**config.mk**
```make
export PLATFORM = sky130hd
export DESIGN_NAME = input_channel_buffer
export DESIGN_NICKNAME = d
export VERILOG_FILES = /design/src/rtl/router_pkg.sv /design/src/rtl/sync_fifo_fwft.sv /design/src/rtl/input_channel_buffer.sv
export SDC_FILE = /design/constraint.sdc
export NUM_CORES = 1
export LEC_CHECK = 0
export CORE_MARGIN = 2
export CORE_UTILIZATION = 49
export DETAILED_ROUTE_END_ITERATION = 8
export GPL_TIMING_DRIVEN = 0
export PLACE_DENSITY = 0.73
export SKIP_CTS_REPAIR_TIMING = 1
export SLEW_MARGIN = 15
export SYNTH_ARGS = -nofsm -noshare
export SYNTH_HDL_FRONTEND = slang
export SYNTH_HIERARCHICAL = 1
export SYNTH_SLANG_ARGS = --single-unit
```
**constraint.sdc**
```tcl
create_clock -name clk -period 2.2 [get_ports clk]
set_input_delay 0.33 -clock clk [delete_from_list [all_inputs] [get_ports clk]]
set_output_delay 0.33 -clock clk [all_outputs]
set_load 0.005 [all_outputs]
```
**src/rtl/router_pkg.sv**
```systemverilog
// Shared router definitions: the channel state encoding,
// the flit layout and where the destination sits in a head flit.
package router_pkg;

  typedef enum logic [1:0] {
    IDLE,
    ROUTED,
    DROP
  } state_t;

  localparam int FLIT_DATA_W = 32;
  localparam int DEST_LSB = 0;

  typedef struct packed {
    logic                   last;
    logic [FLIT_DATA_W-1:0] payload;
  } flit_t;

endpackage

```
**src/rtl/sync_fifo_fwft.sv**
```systemverilog
// First-word-fall-through FIFO: the oldest entry is always on head,
// so a read is just a pop with no extra latency.
module sync_fifo_fwft #(
  parameter int WIDTH = 33,
  parameter int DEPTH = 4
) (
  input  logic             clk,
  input  logic             rst,
  input  logic             push,
  input  logic [WIDTH-1:0] din,
  input  logic             pop,
  output logic             full,
  output logic             empty,
  output logic [WIDTH-1:0] head
);

  localparam int AW = $clog2(DEPTH);
  localparam int CW = AW + 1;

  logic [WIDTH-1:0] mem [DEPTH];
  logic [AW-1:0]    wptr;
  logic [AW-1:0]    rptr;
  logic [CW-1:0]    count;

  assign full  = (count == CW'(DEPTH));
  assign empty = (count == '0);
  assign head  = mem[rptr];

  // Storage is not reset; empty masks stale contents.
  always_ff @(posedge clk) begin
    if (push)
      mem[wptr] <= din;
  end

  always_ff @(posedge clk) begin
    if (rst) begin
      wptr  <= '0;
      rptr  <= '0;
      count <= '0;
    end else begin
      if (push)
        wptr <= wptr + AW'(1);
      if (pop)
        rptr <= rptr + AW'(1);
      unique case ({push, pop})
        2'b10:   count <= count + CW'(1);
        2'b01:   count <= count - CW'(1);
        default: count <= count;
      endcase
    end
  end

endmodule

```
**src/rtl/input_channel_buffer.sv**
```systemverilog
// Input channel: buffers upstream flits and turns each packet's head
// destination into a one-hot request toward the output arbiters.
module input_channel_buffer
  import router_pkg::*;
#(
  parameter int DATA_WIDTH      = 32,
  parameter int DEPTH           = 4,
  parameter int NUMBER_CHANNELS = 5,
  parameter int DEST_BITS       = 3
) (
  input  logic                       clk,
  input  logic                       rst,
  input  logic [DATA_WIDTH-1:0]      din,
  input  logic                       din_last,
  input  logic                       wr,
  output logic                       wok,
  output logic [DATA_WIDTH-1:0]      dout,
  output logic                       dout_last,
  output logic                       rok,
  output logic [NUMBER_CHANNELS-1:0] req,
  input  logic [NUMBER_CHANNELS-1:0] rd
);

  localparam int FW = DATA_WIDTH + 1;

  logic [FW-1:0]        head;
  logic                 full;
  logic                 empty;
  logic                 push;
  logic                 pop;
  logic [DEST_BITS-1:0] dest;
  logic                 dest_ok;
  state_t               state;

  assign wok  = !rst && !full;
  assign push = wr && wok;
  assign rok  = !empty;

  assign {dout_last, dout} = head;

  assign dest    = dout[DEST_LSB +: DEST_BITS];
  assign dest_ok = int'(dest) < NUMBER_CHANNELS;

  always_comb begin
    pop = 1'b0;
    unique case (state)
      ROUTED:  pop = rok && |(rd & req);
      DROP:    pop = rok;
      default: pop = 1'b0;
    endcase
  end

  sync_fifo_fwft #(
    .WIDTH (FW),
    .DEPTH (DEPTH)
  ) u_fifo (
    .clk   (clk),
    .rst   (rst),
    .push  (push),
    .din   ({din_last, din}),
    .pop   (pop),
    .full  (full),
    .empty (empty),
    .head  (head)
  );

  // Unroutable destinations are drained so they cannot block the port.
  always_ff @(posedge clk) begin
    if (rst) begin
      state <= IDLE;
      req   <= '0;
    end else begin
      unique case (state)
        IDLE: begin
          if (rok && dest_ok) begin
            state <= ROUTED;
            req   <= NUMBER_CHANNELS'(1) << dest;
          end else if (rok) begin
            state <= DROP;
          end
        end
        ROUTED: begin
          if (pop && dout_last) begin
            state <= IDLE;
            req   <= '0;
          end
        end
        DROP: begin
          if (pop && dout_last)
            state <= IDLE;
        end
        default: begin
          state <= IDLE;
          req   <= '0;
        end
      endcase
    end
  end

endmodule

```
==> metrics.md, run 1 <==
| Metric | Value |
|---|---|
| CTS tree | `built` |
| # DRC | `0` |
| Worst Clk Skew | `approximately 0.0091 ns` |
| Area of the core | `around 0.011 sq mm` |
| DIE HEIGHT | `112 um` |
| Final Hold Vio Count | `0` |
| Reg-to-Reg End | `req[1]` |
| Worst-Margin Slew | `approximately 0.55 ns` |
| Max-cap violations | `0` |
| Post-synth EDFFs | `roughly 130` |
| CTS Buffer Depth | `2` |
| Nature of the critical path startpoint | `flip-flop` |
| I/O pin count | `81` |
| Seq/Total Area, Yosys | `0.748` |
| Worst Setup EP | `req[1]` |
| Crit path max fanout | `6` |
| Grt total ovfl | `0` |
| CTS root buffer | `clkbuf_16` |
| TritonRoute pass-1 iters | `4` |
| Arr. time, crit path | `2.58 ns` |
| Post-Route WL | `10.4 mm` |
| Port Buffers | `80` |
| CP Capture Type | `flip-flop` |
| Synth top cells by count | `edfxtp_1, mux4_2, dfxtp_1, nor2_1, inv_1` |
| Setup violators final | `6` |
| Min Tclk post-route | `between 2 and 2.5 ns` |
| HP Class | `primary input to flip-flop` |
| Slew headroom | `0.636` |
| PwrDens | `around 830 mW/mm^2` |
| Sink Count | `148` |
| Die W | `around 110 um` |
| Vias in the first global route | `3,068` |
| Multi-input logic area | `0.00142 sq mm` |
| Setup WS post-layout | `-0.0483 ns` |
| Initial drt markers | `~130` |
| Finished Cell Area | `just under 0.008 sq mm` |
| CTS H-Tree Depth | `4` |
| Initial antenna violation count | `0` |
| RSZ-0062 raised after global routing | `true` |
| Number of diodes | `0` |
| GPL Wtd Cong | `approximately 0.76` |
| Fillers | `slightly below 800` |
| Reg2Reg Setup Slack | `-0.05 ns` |
| R2R cell count | `7` |
| Num CTS Buffers | `17` |
| Synth async-reset ratio | `0` |
| Most used flip-flop cell after synthesis | `edfxtp_1` |
| Clk slew on worst S/H paths | `0.06 ns` |
| FF+latch count, synth | `around 150` |
| Share of the synthesized area in the top cell type | `0.692` |
| Lkg Pwr | `2.81 nW` |
| Clock Latency Late Sink | `around 0.41 ns` |
| Register area | `0.00429 sq mm` |
| Status | `finished with violations` |
| Layout area overhead | `34.4%` |
| Largest net degree at the start of global routing | `34` |
| Routed WL per cell | `roughly 19 um` |
| Remaining antenna violation count | `0` |
| DP HPWL | `approximately 6.1 mm` |
| Crit path kind | `flip-flop to flip-flop` |
| Net Count, Synth | `323` |
| Synth Instances | `273` |
| Total Power | `around 6.4 mW` |
| Failing checks | `negative setup slack` |
| Maximum VDD drop | `a little under 0.6 mV` |
| Area leader, netlist | `edfxtp_1` |
| Synth top area cells | `edfxtp_1, mux4_2, dfxtp_1, ha_1, mux4_1` |
| Most frequent cell after synthesis | `edfxtp_1` |
| Synthesized area | `0.00573 sq mm` |
| Drt via density | `5.34` |
| Placement Cell Area | `0.00672 sq mm` |
| Setup TNS | `-0.169 ns` |
| Library cells used by synthesis | `37` |
| Die area | `approximately 0.013 sq mm` |
| Crit path required time | `2.53 ns` |
| Slew Viols, Final | `0` |
| Rows | `39` |
| First-pass GRT wire length | `16.4 mm` |
| Fin crit share | `1.02` |
| Synth Warn # | `6` |
| Final nets | `447` |
| GRT Util Overall | `0.173` |
| Fmax | `roughly 440 MHz` |
| Via count | `2,955` |
| Mean post-synth cell area | `21.0 sq um` |
| Layout cell share with drive strength beyond 1 | `0.324` |
| Initial Util | `0.502` |
==> layer usage <==
metal | part of all wire | routed length, um | track usage
met1 | 0.43 | 4450 | 0.220
met4 | 0.012 | 128 | 0.0537
met3 | 0.052 | 543 | 0.0605
met2 | 0.51 | 5320 | 0.285
met5 | 0 | 0 | 0
==> worst min-delay path by stage <==
| stage | start | endpoint | slack [ns] | cells after the start |
|---|---|---|---|---|
| after floorplan | din[0] | u_fifo/mem[0][0] | 0.43 | 0 |
| after global placement | u_fifo/count[2] | u_fifo/count[2] | 0.48 | 2 |
| after detailed placement | req[2] | req[2] | 0.49 | 2 |
| after CTS | req[2] | req[2] | 0.50 | 2 |
| after global routing | rst | req[4] | 0.39 | 3 |
| final | rst | req[4] | 0.37 | 3 |
==> placed cells by master (no fill, tap or decap), types with 5 or more instances in the layout <==
| master | Yosys | routed |
|---|---|---|
| mux4_2 | 30 | 30 |
| dfxtp_2 | 0 | 6 |
| dfxtp_1 | 16 | 10 |
| clkbuf_2 | 0 | 6 |
| inv_6 | 0 | 8 |
| buf_12 | 3 | 6 |
| nor2_1 | 10 | 9 |
| clkbuf_16 | 0 | 17 |
| dlymetal6s2s_1 | 0 | 28 |
| mux2i_1 | 6 | 6 |
| clkdlybuf4s50_1 | 0 | 46 |
| buf_4 | 0 | 22 |
| edfxtp_1 | 132 | 132 |
| inv_1 | 9 | 5 |
==> flip-flops by register name, indices dropped and copies added, names as in the netlist, named ones only <==
name	count
u_fifo/rptr	2
u_fifo/count	3
state	2
u_fifo/wptr	2
req	5
u_fifo/mem	132
==> final cells by class <==
type                       count  share of cell area
sequential                   148               0.557
multi-input combinational    106               0.184
timing repair buffer         106               0.140
clock buffer                  17              0.0552
tap                          143              0.0232
clock inverter                15              0.0211
buffer                         9              0.0141
inverter                       9             0.00439
==> report_power, final <==
| group | total [mW] | internal (mW) | leakage [nW] | switching, mW |
|---|---|---|---|---|
| Combinational | 0.454 | 0.253 | 1.19 | 0.201 |
| Clock | 2.79 | 1.61 | 0.289 | 1.18 |
| Sequential | 3.16 | 3.13 | 1.33 | 0.0261 |
| Total | 6.40 | 4.99 | 2.81 | 1.41 |
==> stage by stage <==
stage	setup slack [ns]	cells	hold WS, ns	utilization
6_report	-0.0483	553	0.374	0.675
5_1_grt	-0.181	553	0.392	0.675
4_1_cts	-0.378	528	0.502	0.640
3_5_place_dp	-0.716	496	0.491	0.588
3_3_place_gp	-0.647	496	0.477	0.588
2_1_floorplan	0.0150	273	0.429	-
==> critical path, cell delays in order (launching register included) <==
cell and delay [ns]:
dfxtp_2 0.32, buf_6 0.14, buf_12 0.14, mux4_2 0.58, o21ai_2 0.22, nand2_2 0.09
a221oi_4 0.44, mux2i_1 0.23
==> kinds of logic (layout without fill, tap and decap cells) <==
kind of cell | after synthesis | count (layout) | synth area share
buf+inv | 19 | 156 | 0.0229
fa+ha+maj | 9 | 9 | 0.0210
xor+xnor | 5 | 5 | 0.00764
flops | 148 | 148 | 0.748
simple gates | 40 | 40 | 0.0395
mux | 39 | 39 | 0.142
compound gates | 13 | 13 | 0.0190
Power figures use the tool's default switching activity.
==> run 2: changes to the inputs <==
--- a/config.mk
+++ b/config.mk
@@ -5,7 +5,7 @@
 export SDC_FILE = /design/constraint.sdc
 export NUM_CORES = 1
 export LEC_CHECK = 0
-export CORE_MARGIN = 2
+export CORE_MARGIN = 8
 export CORE_UTILIZATION = 49
 export DETAILED_ROUTE_END_ITERATION = 8
 export GPL_TIMING_DRIVEN = 0
==> run 2 against run 1 <==
The flow still finishes with violations (negative setup slack). First-iteration DRC count grew 33%. Non-clock buffer count shrank 13. Critical endpoint is now u_fifo/count[2]. Via count shrank 1.4%. Sequential cell count is the same. Combinational power shrank 4%. Cell count shrank 2.4%. Largest cell class unchanged.
==> metrics.md, run 2 (same netlist as run 1, synthesis figures left out) <==
| Metric | Value |
|---|---|
| Crit path kind | `flip-flop to flip-flop (unchanged)` |
| TritonRoute pass-1 iters | `4 (unchanged)` |
| Initial Util | `0.502 (unchanged)` |
| Worst-Margin Slew | `0.554 ns (was 0.545 ns)` |
| Maximum VDD drop | `0.777 mV (was 0.582 mV)` |
| CTS tree | `built (unchanged)` |
| Core Util, Final | `0.661 (was 0.675)` |
| Vias in the first global route | `3,049 (was 3,068)` |
| Routed WL per cell | `19.9 um (was 18.9 um)` |
| Min Tclk post-route | `2.35 ns (was 2.25 ns)` |
| Hold depth | `2 (was 3)` |
| GRT Util Overall | `0.143 (was 0.173)` |
| Status | `finished with violations (unchanged)` |
| Crit path required time | `2.53 ns (about the same)` |
| Placement Cell Area | `0.00672 sq mm (unchanged)` |
| Rows | `39 (unchanged)` |
| I/O pin count | `81 (unchanged)` |
| Port Buffers | `80 (unchanged)` |
| Nature of the critical path startpoint | `flip-flop (unchanged)` |
| Cell Count, Final, Fillers Out | `540 (was 553)` |
| Final Hold Vio Count | `0 (unchanged)` |
| Fmax | `426 MHz (was 445 MHz)` |
| R2R cell count | `9 (was 7)` |
| Drt via density | `5.39 (was 5.34)` |
| Commonest non-fill, non-tap cells in the layout | `edfxtp_1, clkdlybuf4s50_1, mux4_2 (unchanged)` |
| Crit Reg-Reg Startpoint | `state[0]` |
| Layout area overhead | `31.7% (was 34.4%)` |
| Grt total ovfl | `0 (unchanged)` |
| Finished Cell Area | `0.00754 sq mm (was 0.00770 sq mm)` |
| Crit path max fanout | `5 (was 6)` |
| GPL Wtd Cong | `0.748 (was 0.756)` |
| CTS Buffer Depth | `2 (unchanged)` |
| Crit-path max cell delay | `0.38 ns (was 0.58 ns)` |
| Crit path cell chain | `inv_1, ha_1, nor3b_4, ha_2, inv_2, fa_1, xor2_1, or3_1, a21oi_1 (was buf_6, buf_12, mux4_2, o21ai_2, nand2_2, a221oi_4, mux2i_1)` |
| DP HPWL | `6.48 mm (was 6.10 mm)` |
| CTS H-Tree Depth | `4 (unchanged)` |
| Layout cell share with drive strength beyond 1 | `0.259 (was 0.324)` |
| Worst Setup SP | `state[0]` |
| Die W | `124 um (was 112 um)` |
| Worst Clk Skew | `0.00814 ns (was 0.00914 ns)` |
| Pre-CTS setup slack | `-0.724 ns (was -0.716 ns)` |
| Clk slew on worst S/H paths | `0.06 ns (about the same)` |
| Placed Cells | `496 (unchanged)` |
| # DRC | `0 (unchanged)` |
| HP Class | `flip-flop to flip-flop (was primary input to flip-flop)` |
| Arr. time, crit path | `2.68 ns (was 2.58 ns)` |
| Setup violators final | `1 (was 6)` |
| Setup TNS | `-0.147 ns (was -0.169 ns)` |
| Worst Hold End | `req[2] (was req[4])` |
| Total Power | `6.50 mW (was 6.40 mW)` |
| Register area | `0.00429 sq mm (about the same)` |
| Biggest regs | `u_fifo/mem (132), req (5), u_fifo/count (3) (unchanged)` |
| Remaining antenna violation count | `0 (unchanged)` |
| Largest register FFs | `132 (unchanged)` |
| Via count | `2,913 (was 2,955)` |
| Slew headroom | `0.631 (was 0.636)` |
| Clock Latency Late Sink | `0.41 ns (about the same)` |
| Post-Route WL | `10.7 mm (was 10.4 mm)` |
| Sink Count | `148 (unchanged)` |
| Crit path buf inv count | `2 (unchanged)` |
| DIE HEIGHT | `124 um (was 112 um)` |
| Largest net degree at the start of global routing | `34 (unchanged)` |
| Top reg by flops | `u_fifo/mem (unchanged)` |
| Fin Hold WS | `0.503 ns (was 0.374 ns)` |
| Slowest-stage cell, CP | `fa_1 (was mux4_2)` |
| Num CTS Buffers | `17 (unchanged)` |
| Fillers | `788 (was 769)` |
| CTS root buffer | `clkbuf_16 (unchanged)` |
| Multi-input logic area | `0.00135 sq mm (was 0.00142 sq mm)` |
| PwrDens | `862 mW/mm^2 (was 831 mW/mm^2)` |
| Number of diodes | `0 (unchanged)` |
| Die area | `0.0154 sq mm (was 0.0126 sq mm)` |
| Final nets | `434 (was 447)` |
| Fin crit share | `1.07 (was 1.02)` |
| Most common cell after layout, fill and taps aside | `edfxtp_1 (unchanged)` |
| Reg-to-Reg End | `u_fifo/count[2] (was req[1])` |
| Lkg Pwr | `2.73 nW (was 2.81 nW)` |
| Setup WS post-layout | `-0.147 ns (was -0.0483 ns)` |
| Initial drt markers | `177 (was 133)` |
| Failing checks | `negative setup slack (unchanged)` |
| CP Capture Type | `flip-flop (unchanged)` |
| Max-cap violations | `0 (unchanged)` |
| Min-delay src | `req[2] (was rst)` |
| First-pass GRT wire length | `16.2 mm (was 16.4 mm)` |
| RSZ-0062 raised after global routing | `true (unchanged)` |
| Initial antenna violation count | `0 (unchanged)` |
| Area of the core | `0.0114 sq mm (unchanged)` |
| Slew Viols, Final | `0 (unchanged)` |
| Reg2Reg Setup Slack | `-0.15 ns (was -0.05 ns)` |
| Crit-path leading delay family | `adder cells (was multiplexers)` |
-- run 2: changes by cell type in the layout (fill, tap and decap cells not counted), sizes merged --
cell | before | now
clkinvlp | 0 | 3
clkbuf | 26 | 24
buf | 32 | 21
bufinv | 1 | 3
clkinv | 5 | 4
clkdlybuf4s50 | 46 | 47
inv | 18 | 13
-- run 2: cell type report --
class,count,share of cell area
plain buffers,9,0.0151
clock buffers,18,0.0569
clock inverters,14,0.0234
well taps,143,0.0237
inverters,9,0.00448
repair buffers,93,0.129
flip-flops and latches,148,0.568
multi-input cells,106,0.179
-- run 2: worst register-to-register path, cell delays in order (launching register included) --
cell and delay [ns]:
dfxtp_1 0.33, inv_1 0.07, ha_1 0.37, nor3b_4 0.24, ha_2 0.22, inv_2 0.04, fa_1 0.38, xor2_1 0.16
or3_1 0.31, a21oi_1 0.15
-- run 2: where the power goes --
group / switching (mW) / internal [mW]
logic: 0.194 / 0.243
registers: 0.0224 / 3.13
clock network: 1.11 / 1.80
total: 1.33 / 5.17
-- run 2: worst max-delay path by stage --
stage                       to  slack (ns)  cells after the start
2_1_floorplan  u_fifo/count[2]        0.02                      9
6_report       u_fifo/count[2]       -0.15                      9
3_3_place_gp   u_fifo/count[2]       -0.66                     11
4_1_cts                dout[0]       -0.37                      4
3_5_place_dp   u_fifo/count[2]       -0.72                     11
5_1_grt        u_fifo/count[2]       -0.29                      9
-- run 2: layer usage --
| metal | global-route usage | wire length [um] | up-vias |
|---|---|---|---|
| met3 | 0.0562 | 804 | 6 |
| met2 | 0.226 | 5210 | 90 |
| met5 | 0 | 0 | - |
| met4 | 0.0491 | 79 | 0 |
| li1 | - | - | 1328 |
| met1 | 0.176 | 4630 | 1489 |
